### src/rtl/fp_mult_pack_pkg.sv
// Shared FP multiplier definitions: format macros, bias and canonical-qNaN helpers, class encoding.
`ifndef FP_MULT_PACK_DEFS
`define FP_MULT_PACK_DEFS
`define FP32 0
`define FP64 1
`define FP16 2
`define GET_FP_LEN(f)       ((f) == `FP64 ? 64 : ((f) == `FP16 ? 16 : 32))
`define GET_EXP_LEN(f)      ((f) == `FP64 ? 11 : ((f) == `FP16 ? 5 : 8))
`define GET_MANTISSA_LEN(f) ((f) == `FP64 ? 52 : ((f) == `FP16 ? 10 : 23))
`endif

package fp_mult_pack_pkg;

    typedef enum logic [1:0] {
        CLS_NORMAL = 2'd0,
        CLS_ZERO   = 2'd1,
        CLS_INF    = 2'd2,
        CLS_NAN    = 2'd3
    } fp_class_e;

    function automatic int unsigned fp_bias(input int unsigned e);
        return (32'd1 << (e - 32'd1)) - 32'd1;
    endfunction

    // Canonical quiet NaN right-aligned in 64 bits; callers truncate to their format width.
    function automatic logic [63:0] fp_qnan(input int unsigned e, input int unsigned m);
        logic [63:0] q;
        q = ((64'd1 << e) - 64'd1) << m;
        q = q | (64'd1 << (m - 32'd1));
        return q;
    endfunction

endpackage

### src/rtl/fp_round_pack.sv
// Combinational round/pack of a normalized FP value into an IEEE word with exception flags.
// Macro FP_MULT_PACK_RNE_EN selects round-to-nearest-even; otherwise the mantissa is truncated.
module fp_round_pack
    import fp_mult_pack_pkg::*;
#(
    parameter int unsigned E = 8,
    parameter int unsigned M = 23,
    parameter int unsigned L = 1 + E + M,
    localparam int unsigned ES = E + 2
) (
    input  logic                 sign_i,
    input  logic signed [ES-1:0] exp_i,
    input  logic [M-1:0]         man_i,
    input  logic                 guard_i,
    input  logic                 sticky_i,
    input  fp_class_e            cls_i,
    input  logic                 invalid_i,
    output logic [L-1:0]         result_o,
    output logic                 invalid_o,
    output logic                 overflow_o,
    output logic                 underflow_o,
    output logic                 inexact_o
);
    localparam int unsigned MW = M + 1;
    localparam logic signed [ES-1:0] EXP_MAX  = ES'((1 << E) - 1);
    localparam logic signed [ES-1:0] EXP_ZERO = '0;

    logic                 round_up;
    logic [M:0]           man_sum;
    logic signed [ES-1:0] exp_r;
    logic                 lost;

    always_comb begin
`ifdef FP_MULT_PACK_RNE_EN
        round_up = guard_i & (sticky_i | man_i[0]);
`else
        round_up = 1'b0;
`endif
        lost    = guard_i | sticky_i;
        // A carry out of the mantissa leaves the low bits zero, so only the exponent needs bumping.
        man_sum = {1'b0, man_i} + MW'(round_up);
        exp_r   = man_sum[M] ? exp_i + ES'(1) : exp_i;

        result_o    = '0;
        invalid_o   = 1'b0;
        overflow_o  = 1'b0;
        underflow_o = 1'b0;
        inexact_o   = 1'b0;

        case (cls_i)
            CLS_NAN: begin
                result_o  = L'(fp_qnan(E, M));
                invalid_o = invalid_i;
            end
            CLS_INF:  result_o = {sign_i, {E{1'b1}}, {M{1'b0}}};
            CLS_ZERO: result_o = {sign_i, {(L - 1){1'b0}}};
            default: begin
                if (exp_r >= EXP_MAX) begin
                    result_o   = {sign_i, {E{1'b1}}, {M{1'b0}}};
                    overflow_o = 1'b1;
                    inexact_o  = 1'b1;
                end else if (exp_r <= EXP_ZERO) begin
                    result_o    = {sign_i, {(L - 1){1'b0}}};
                    underflow_o = 1'b1;
                    inexact_o   = (|man_i) | lost;
                end else begin
                    result_o  = {sign_i, exp_r[E-1:0], man_sum[M-1:0]};
                    inexact_o = lost;
                end
            end
        endcase
    end

endmodule

### src/rtl/fp_mult_pack.sv
// FP multiplier final stage: exponent combine and normalize (stage 1), round/pack (stage 2).
// Rounding mode set by macro FP_MULT_PACK_RNE_EN inside fp_round_pack (default truncation).
module fp_mult_pack
    import fp_mult_pack_pkg::*;
#(
    parameter int unsigned data_format = `FP32,
    localparam int unsigned L  = `GET_FP_LEN(data_format),
    localparam int unsigned E  = `GET_EXP_LEN(data_format),
    localparam int unsigned M  = `GET_MANTISSA_LEN(data_format),
    localparam int unsigned PW = 2 * (M + 1)
) (
    input  logic          clk,
    input  logic          rst,
    input  logic          in_valid,
    output logic          in_ready,
    input  logic          sign,
    input  logic [E-1:0]  a_exp,
    input  logic [E-1:0]  b_exp,
    input  logic [PW-1:0] product,
    input  logic          a_zero,
    input  logic          b_zero,
    input  logic          a_inf,
    input  logic          b_inf,
    input  logic          a_nan,
    input  logic          b_nan,
    output logic          out_valid,
    input  logic          out_ready,
    output logic [L-1:0]  result,
    output logic          flag_invalid,
    output logic          flag_overflow,
    output logic          flag_underflow,
    output logic          flag_inexact
);
    localparam int unsigned ES   = E + 2;
    localparam int unsigned BIAS = fp_bias(E);

    logic                 s1_valid_q;
    logic                 s1_sign_q;
    logic signed [ES-1:0] s1_exp_d, s1_exp_q;
    logic [M-1:0]         s1_man_d, s1_man_q;
    logic                 s1_guard_d, s1_guard_q;
    logic                 s1_sticky_d, s1_sticky_q;
    fp_class_e            s1_cls_d, s1_cls_q;
    logic                 s1_invalid_d, s1_invalid_q;

    logic                 out_valid_q;
    logic [L-1:0]         result_q;
    logic                 invalid_q, overflow_q, underflow_q, inexact_q;

    logic                 s2_adv;
    logic signed [ES-1:0] exp_sum;
    logic [L-1:0]         rp_result;
    logic                 rp_invalid, rp_overflow, rp_underflow, rp_inexact;

    assign s2_adv   = !out_valid_q || out_ready;
    assign in_ready = !s1_valid_q || s2_adv;

    // Stage 1: exponent combine, leading-one normalization and operand classification.
    always_comb begin
        exp_sum = ES'(a_exp) + ES'(b_exp) - ES'(BIAS);
        if (product[PW-1]) begin
            s1_man_d    = product[PW-2 -: M];
            s1_guard_d  = product[M];
            s1_sticky_d = |product[M-1:0];
            s1_exp_d    = exp_sum + ES'(1);
        end else begin
            s1_man_d    = product[PW-3 -: M];
            s1_guard_d  = product[M-1];
            s1_sticky_d = |product[M-2:0];
            s1_exp_d    = exp_sum;
        end

        s1_invalid_d = (a_inf & b_zero) | (b_inf & a_zero);
        if (a_nan || b_nan || s1_invalid_d) begin
            s1_cls_d = CLS_NAN;
        end else if (a_inf || b_inf) begin
            s1_cls_d = CLS_INF;
        end else if (a_zero || b_zero || (product[PW-1:PW-2] == 2'b00)) begin
            s1_cls_d = CLS_ZERO;
        end else begin
            s1_cls_d = CLS_NORMAL;
        end
    end

    fp_round_pack #(
        .E (E),
        .M (M),
        .L (L)
    ) u_round_pack (
        .sign_i      (s1_sign_q),
        .exp_i       (s1_exp_q),
        .man_i       (s1_man_q),
        .guard_i     (s1_guard_q),
        .sticky_i    (s1_sticky_q),
        .cls_i       (s1_cls_q),
        .invalid_i   (s1_invalid_q),
        .result_o    (rp_result),
        .invalid_o   (rp_invalid),
        .overflow_o  (rp_overflow),
        .underflow_o (rp_underflow),
        .inexact_o   (rp_inexact)
    );

    always_ff @(posedge clk) begin
        if (rst) begin
            s1_valid_q   <= 1'b0;
            s1_sign_q    <= 1'b0;
            s1_exp_q     <= '0;
            s1_man_q     <= '0;
            s1_guard_q   <= 1'b0;
            s1_sticky_q  <= 1'b0;
            s1_cls_q     <= CLS_NORMAL;
            s1_invalid_q <= 1'b0;
            out_valid_q  <= 1'b0;
            result_q     <= '0;
            invalid_q    <= 1'b0;
            overflow_q   <= 1'b0;
            underflow_q  <= 1'b0;
            inexact_q    <= 1'b0;
        end else begin
            if (in_ready) begin
                s1_valid_q <= in_valid;
            end
            if (in_valid && in_ready) begin
                s1_sign_q    <= sign;
                s1_exp_q     <= s1_exp_d;
                s1_man_q     <= s1_man_d;
                s1_guard_q   <= s1_guard_d;
                s1_sticky_q  <= s1_sticky_d;
                s1_cls_q     <= s1_cls_d;
                s1_invalid_q <= s1_invalid_d;
            end
            if (s2_adv) begin
                out_valid_q <= s1_valid_q;
            end
            // Output word only changes on a real stage-2 load, so it holds through stalls.
            if (s2_adv && s1_valid_q) begin
                result_q    <= rp_result;
                invalid_q   <= rp_invalid;
                overflow_q  <= rp_overflow;
                underflow_q <= rp_underflow;
                inexact_q   <= rp_inexact;
            end
        end
    end

    assign out_valid      = out_valid_q;
    assign result         = result_q;
    assign flag_invalid   = invalid_q;
    assign flag_overflow  = overflow_q;
    assign flag_underflow = underflow_q;
    assign flag_inexact   = inexact_q;

endmodule

### config.mk
export PLATFORM = sky130hd
export DESIGN_NAME = fp_mult_pack
export DESIGN_NICKNAME = d
export VERILOG_FILES = /design/src/rtl/fp_mult_pack_pkg.sv /design/src/rtl/fp_round_pack.sv /design/src/rtl/fp_mult_pack.sv
export SDC_FILE = /design/constraint.sdc
export NUM_CORES = 1
export LEC_CHECK = 0
export ABC_AREA = 1
export BUFFER_PORTS_ARGS = -buffer_cell sky130_fd_sc_hd__buf_4
export CAP_MARGIN = 15
export CORE_ASPECT_RATIO = 0.8
export CORE_UTILIZATION = 50
export CTS_BUF_LIST = sky130_fd_sc_hd__clkbuf_4 sky130_fd_sc_hd__clkbuf_8
export CTS_CLUSTER_DIAMETER = 100
export CTS_CLUSTER_SIZE = 40
export DETAILED_ROUTE_END_ITERATION = 7
export GPL_TIMING_DRIVEN = 0
export PLACE_DENSITY = 0.75
export SETUP_SLACK_MARGIN = 0.5
export SYNTH_ARGS = -nofsm -noshare
export SYNTH_HDL_FRONTEND = slang
export SYNTH_SLANG_ARGS = --single-unit
### constraint.sdc
create_clock -name clk -period 2.4 [get_ports clk]
set_clock_uncertainty 0.05 [all_clocks]
set_input_delay 0 -clock clk [delete_from_list [all_inputs] [get_ports clk]]
set_output_delay 0 -clock clk [all_outputs]
set_load 0.03 [all_outputs]
Word-level counts from Yosys, hierarchy flattened
Index checks and enable logic that the tools add are counted.
{"block": "totals", "regBits": 77, "out_inout_bits": 38, "inputBits": 75}
{"block": "op_classes", "bitwise": 5, "eq_ne": 3, "n_lt_le_gt_ge": 2, "add_sub_neg": 3, "reduce_logical": 16, "muxes": 19}
{"operator": "one-hot mux 32 bit (3 select lines)", "n": 1}
{"operator": "2-to-1 mux 31 bit", "n": 2}
{"operator": "OR reduction 23 bit", "n": 2}
{"operator": "2-to-1 mux 23 bit", "n": 1}
{"operator": "OR reduction 22 bit", "n": 1}
{"operator": "2-to-1 mux 1 bit", "n": 12}
{"operator": "adder 10 x 2 -> 10 bit, second input constant", "n": 1}
{"operator": "greater-or-equal comparator 10 x 9 -> 1 bit, second input constant", "n": 1}
{"operator": "<= comparator 10 x 1 -> 1 bit, second input constant", "n": 1}
{"operator": "2-to-1 mux 10 bit", "n": 1}
{"operator": "subtractor 9 x 7 -> 10 bit, second input constant", "n": 1}
{"operator": "adder 8 x 8 -> 9 bit", "n": 1}
{"operator": "logical OR 1 bit", "n": 7}
{"operator": "equality test 2 bit, second input constant", "n": 2}
{"operator": "2-to-1 mux 2 bit", "n": 2}
{"operator": "bitwise OR 1 bit", "n": 3}
{"operator": "OR reduction 3 bit", "n": 1}
{"operator": "AND 1 bit", "n": 2}
{"operator": "equality test 2 x 1 -> 1 bit, second input constant", "n": 1}
{"operator": "logical AND 1 bit", "n": 2}
{"operator": "logical NOT 1 bit", "n": 2}
{"operator": "logical NOT 2 bit", "n": 1}

Longest topological paths before layout
{"block": "logic_depth", "depth_word": 5, "depth_mapped": 17}

Cells and area by module
Synthesis repeated with hierarchy kept, for this count alone.
{"block": "unflattened", "cells_unflattened": 623, "hier_area_um2": 4191.5}
{"module": "fp_mult_pack", "area_each_um2": 3599.7, "seq_area_each_um2": 1541.5, "cells_each": 496, "instances": 1}
{"module": "fp_round_pack", "area_each_um2": 591.8, "seq_area_each_um2": 0.0, "cells_each": 127, "instances": 1}

Worst setup path after synthesis
Ideal clock, no wire load.
{"block": "synth_path", "path_type": "input to register", "startpoint": "input a_exp[1]", "endpoint": "register s1_exp_q[9]", "arrival_time_ns": 1.788, "required_time_ns": 2.241, "path_slack_ns": 0.454, "setup_time_ns": 0.109, "path_buffers": 0, "stages": 12, "cell_sequence": "ha_1 -> ha_1 -> fa_1 -> nand4_1 -> nor2_2 -> nand3_2 -> nor2_4 -> nand2_1 -> nand2_1 -> nand3_1 -> nand2_1 -> inv_1"}
{"block": "synth_between", "elab_chain_len": 4}
{"element": "start, declared", "line_no": "fp_mult_pack.sv:17", "text": "input logic [E-1:0] a_exp,"}
{"element": "adder 8 x 8 -> 9 bit (*)", "line_no": "fp_mult_pack.sv:60", "text": "exp_sum = ES'(a_exp) + ES'(b_exp) - ES'(BIAS);"}
{"element": "subtractor 9 x 7 -> 10 bit (*)", "line_no": "fp_mult_pack.sv:60"}
{"element": "adder 10 x 2 -> 10 bit", "line_no": "fp_mult_pack.sv:65", "text": "s1_exp_d = exp_sum + ES'(1);"}
{"element": "2-to-1 mux 10 bit (*)", "line_no": "fp_mult_pack.sv:61", "text": "if (product[PW-1]) begin"}
{"element": "end signal, assigned", "line_no": "fp_mult_pack.sv:126", "text": "s1_exp_q <= s1_exp_d;"}
{"element": "end, declared", "line_no": "fp_mult_pack.sv:39", "text": "logic signed [ES-1:0] s1_exp_d, s1_exp_q;"}
Every way passes the cells marked *; elsewhere a longest branch is shown, timed or not.
A chain may end at the register's enable or synchronous reset.

Worst setup path after layout
{"block": "layout_path", "startpoint": "input product[16]", "endpoint": "register s1_sticky_q"}
{"block": "layout_between", "elab_chain_len": 2}
{"element": "start, declared", "line_no": "fp_mult_pack.sv:19", "text": "input logic [PW-1:0] product,"}
{"element": "OR reduction 23 bit / OR reduction 22 bit (equally long branches)", "line_no": "fp_mult_pack.sv:64, fp_mult_pack.sv:69"}
{"element": "2-to-1 mux 1 bit (*)", "line_no": "fp_mult_pack.sv:61"}
{"element": "end signal, assigned", "line_no": "fp_mult_pack.sv:129", "text": "s1_sticky_q <= s1_sticky_d;"}
{"element": "end, declared", "line_no": "fp_mult_pack.sv:42", "text": "logic s1_sticky_d, s1_sticky_q;"}
Marks and branches as above.

==> results.md <==
- Outcome: finished clean
- Largest net degree at the start of global routing: 14
- Synth area leaders: dfxtp_1, nand2_1, o21ai_0
- Layout Nets: 811
- Wirelength, routed: 12200 µm
- Synth Flop Type: dfxtp_1
- CP max stage cell: dlygate4sd3_1
- Startpoint types: primary input
- Worst path bufs/invs: 3
- Number of enable flip-flop cells after synthesis: 0
- Worst-path maximum fanout: 1
- Max Cap Viol: 0
- Worst path arrival time: 1.99 ns
- FMAX: 0.551 GHz
- Vias in the first global route: 4001
- CTS sink cnt: between 70 and 80
- Starting density of the core: 0.526
- Row cnt: 28
- Worst-Skew Late Latency: 0.35 ns
- Crit. path cell count: 7
- # port buffers: 112
- Util after Layout: 0.748
- Setup TNS: 0 ns
- Maximum vdd drop: around 0.3 mV
- Worst Tran Pin Value: 0.523 ns
- Die Span Y: 81.4 µm
- Post-synthesis sequential area ratio: 0.391
- Crit Path Class: primary input to flop
- Placed Cells incl. Taps: 766
- Syn Area/Cell: a little over 7 µm²
- Die width: 101 µm
- Asr flop ratio synth: 0
- #FFs+latches synth: 77
- CTS tree: done
- Clk pin slew, worst setup/hold paths: 0.08 ns
- P per Cell Area: 588 nW/µm²
- Final GP Congestion: roughly 0.91
- RSZ-0062 raised after global routing: false
- Area share of the leading cell type in the synthesized netlist: 0.391
- Max clock buf depth: 2
- Post-route ant nets: 0
- Worst Reg-to-Reg Cells: 6
- Most frequent CP cell: dlygate4sd3_1
- Worst path max stage delay: around 0.62 ns
- Req. time, crit path: 2.58 ns
- Layout Cells excl Fill: 828
- Global route overflow: 0
- Relative slew margins: 0.651
- Die area: about 8200 µm²
- Unique masters post-synth: 30
- Post-CTS setup buffers: 0
- TritonCTS Buffers: 9
- Hold crit path type: primary input to flop
- Endpoints failing setup: 0
- Drt initial violations: between 300 and 400
- Hold Path Stages: 3
- # IOs: 113
- Yosys warnings: 0
- ANT cells: 0
- Area leader, netlist: dfxtp_1
- Static Leak: around 2.5 nW
- Final Critical Period: roughly 1.8 ns
- Synthesized area: just under 4000 µm²
- Most common cell in the netlist: nand2_1
- Vias per cell: 5.37
- CP Cell Sequence: dlygate4sd3_1 > buf_4 > nor4_1 > dlygate4sd3_1 > nand4_1 > nor3_1 > nor2_1
- Vias: between 4000 and 5000
- Layout cells sized above 1: 0.234
- H-tree depth: 3
- Period utilization: 0.756
- Core Region: ~7500 µm²
- Top cells by count, synth: nand2_1, dfxtp_1, o21ai_0
- Area Growth Syn to Fin: 42.4%
- Total track usage: 0.307
- Drt wl/cell: around 15 µm
- Slew Limit Fails: 0
- Mapped Cells: between 500 and 600
- First-pass GRT wire length: 19200 µm
- Residual DRC count: 0
- Fin. Hold Viols: 0
- Antenna violations before repair: 0
- CP Capture Type: flop
- Root Buffer: clkbuf_8
- Drt pass-1 iters: 6
- Largest delay share family, worst path: buffers and inverters
- Post-DP HPWL: 8480 µm
- Syn_nets: 641
[placed cells by master, fill, tap and decap left out, types with 9 or more instances in the layout]
cell           Yosys  final
inv_1             31     31
o21ai_0           50     50
nor2_1            33     33
nand4_1           28     28
nand3_1           19     19
clkbuf_1          17     17
a31oi_1           27     27
nand2_1          140    140
a21oi_1           48     48
ha_1              16     14
clkbuf_8           0      9
buf_4              2    114
buf_2             10     10
dfxtp_1           77     77
dlygate4sd3_1      0     47
[worst paths after layout]
| check | slack, ns | endpoint | start |
|---|---|---|---|
| worst min-delay path | 0.02 | s1_valid_q$_SDFFE_PP0N_ | in_valid |
| worst max-delay path | 0.59 | s1_sticky_q$_SDFFE_PP0P_ | product[16] |
| worst min register to register | 0.42 | result[10]$_SDFFE_PP0P_ | result[10]$_SDFFE_PP0P_ |
| worst max register to register | 0.74 | s1_man_q[12]$_SDFFE_PP0P_ | out_valid$_SDFFE_PP0P_ |
[flip-flops by register name, indices dropped and copies added, names as in the netlist]
name,flops
result,32
s1_man_q,23
s1_exp_q,10
s1_cls_q,2
flag_inexact,1
flag_invalid,1
flag_overflow,1
flag_underflow,1
out_valid,1
s1_guard_q,1
s1_invalid_q,1
s1_sign_q,1
s1_sticky_q,1
s1_valid_q,1
[final cells by class]
type	count	area, µm²
Fill cell	642	1890
Buffer	29	129
Multi-Input combinational cell	405	2140
Timing Repair Buffer	159	1310
Clock inverter	6	87.6
Sequential cell	77	1540
Tap cell	105	131
Inverter	38	143
Clock buffer	9	124
[per-layer routing]
| layer | vias to the layer above | GRT usage | part of all wire |
|---|---|---|---|
| met3 | 20 | 0.0585 | 0.090 |
| met2 | 213 | 0.505 | 0.46 |
| li1 | 2214 | - | - |
| met1 | 2001 | 0.411 | 0.44 |
| met4 | 0 | 0.0884 | 0.016 |
| met5 | - | 0 | 0 |
[through the flow]
step | instance area (µm²) | setup WS (ns) | hold slack [ns] | power (W)
CTS | 5610 | 0.622 | 0.00104 | 0.00329
floorplan | 3960 | 0.560 | 0.0949 | 0.00192
global placement | 4930 | 0.307 | 0.238 | 0.00217
detailed placement | 4930 | 0.246 | 0.243 | 0.00219
global route | 5610 | 0.503 | 0.0408 | 0.00345
finish | 5610 | 0.586 | 0.0186 | 0.00330
[report_power, final]
| part | internal (W) | switching, W | total (W) |
|---|---|---|---|
| Combinational | 0.000350 | 0.000468 | 0.000818 |
| Sequential | 0.00135 | 0.0000730 | 0.00143 |
| Clock | 0.000581 | 0.000473 | 0.00105 |
[tightest hold or removal path, stage by stage]
cell     delay (ns)
buf_4          0.08
nand2_2        0.14
a21oi_1        0.15
[timing repair]
item | 4_1_cts | 5_1_grt
gates resized for setup | 0 | 1
setup endpoints to repair | 0 | 3
hold endpoints to repair | 32 | 0
hold buffers | 47 | 0
[cell families after synthesis]
logic type,count (synthesis),synth area share
XOR/XNOR,7,0.0156
adder cells (fa/ha/maj),17,0.0559
buffers and inverters,67,0.0689
flip-flops,77,0.391
AND/OR/NAND/NOR,253,0.295
AO/OA/AOI/OAI,128,0.174
(Power assumes the default switching activity.)
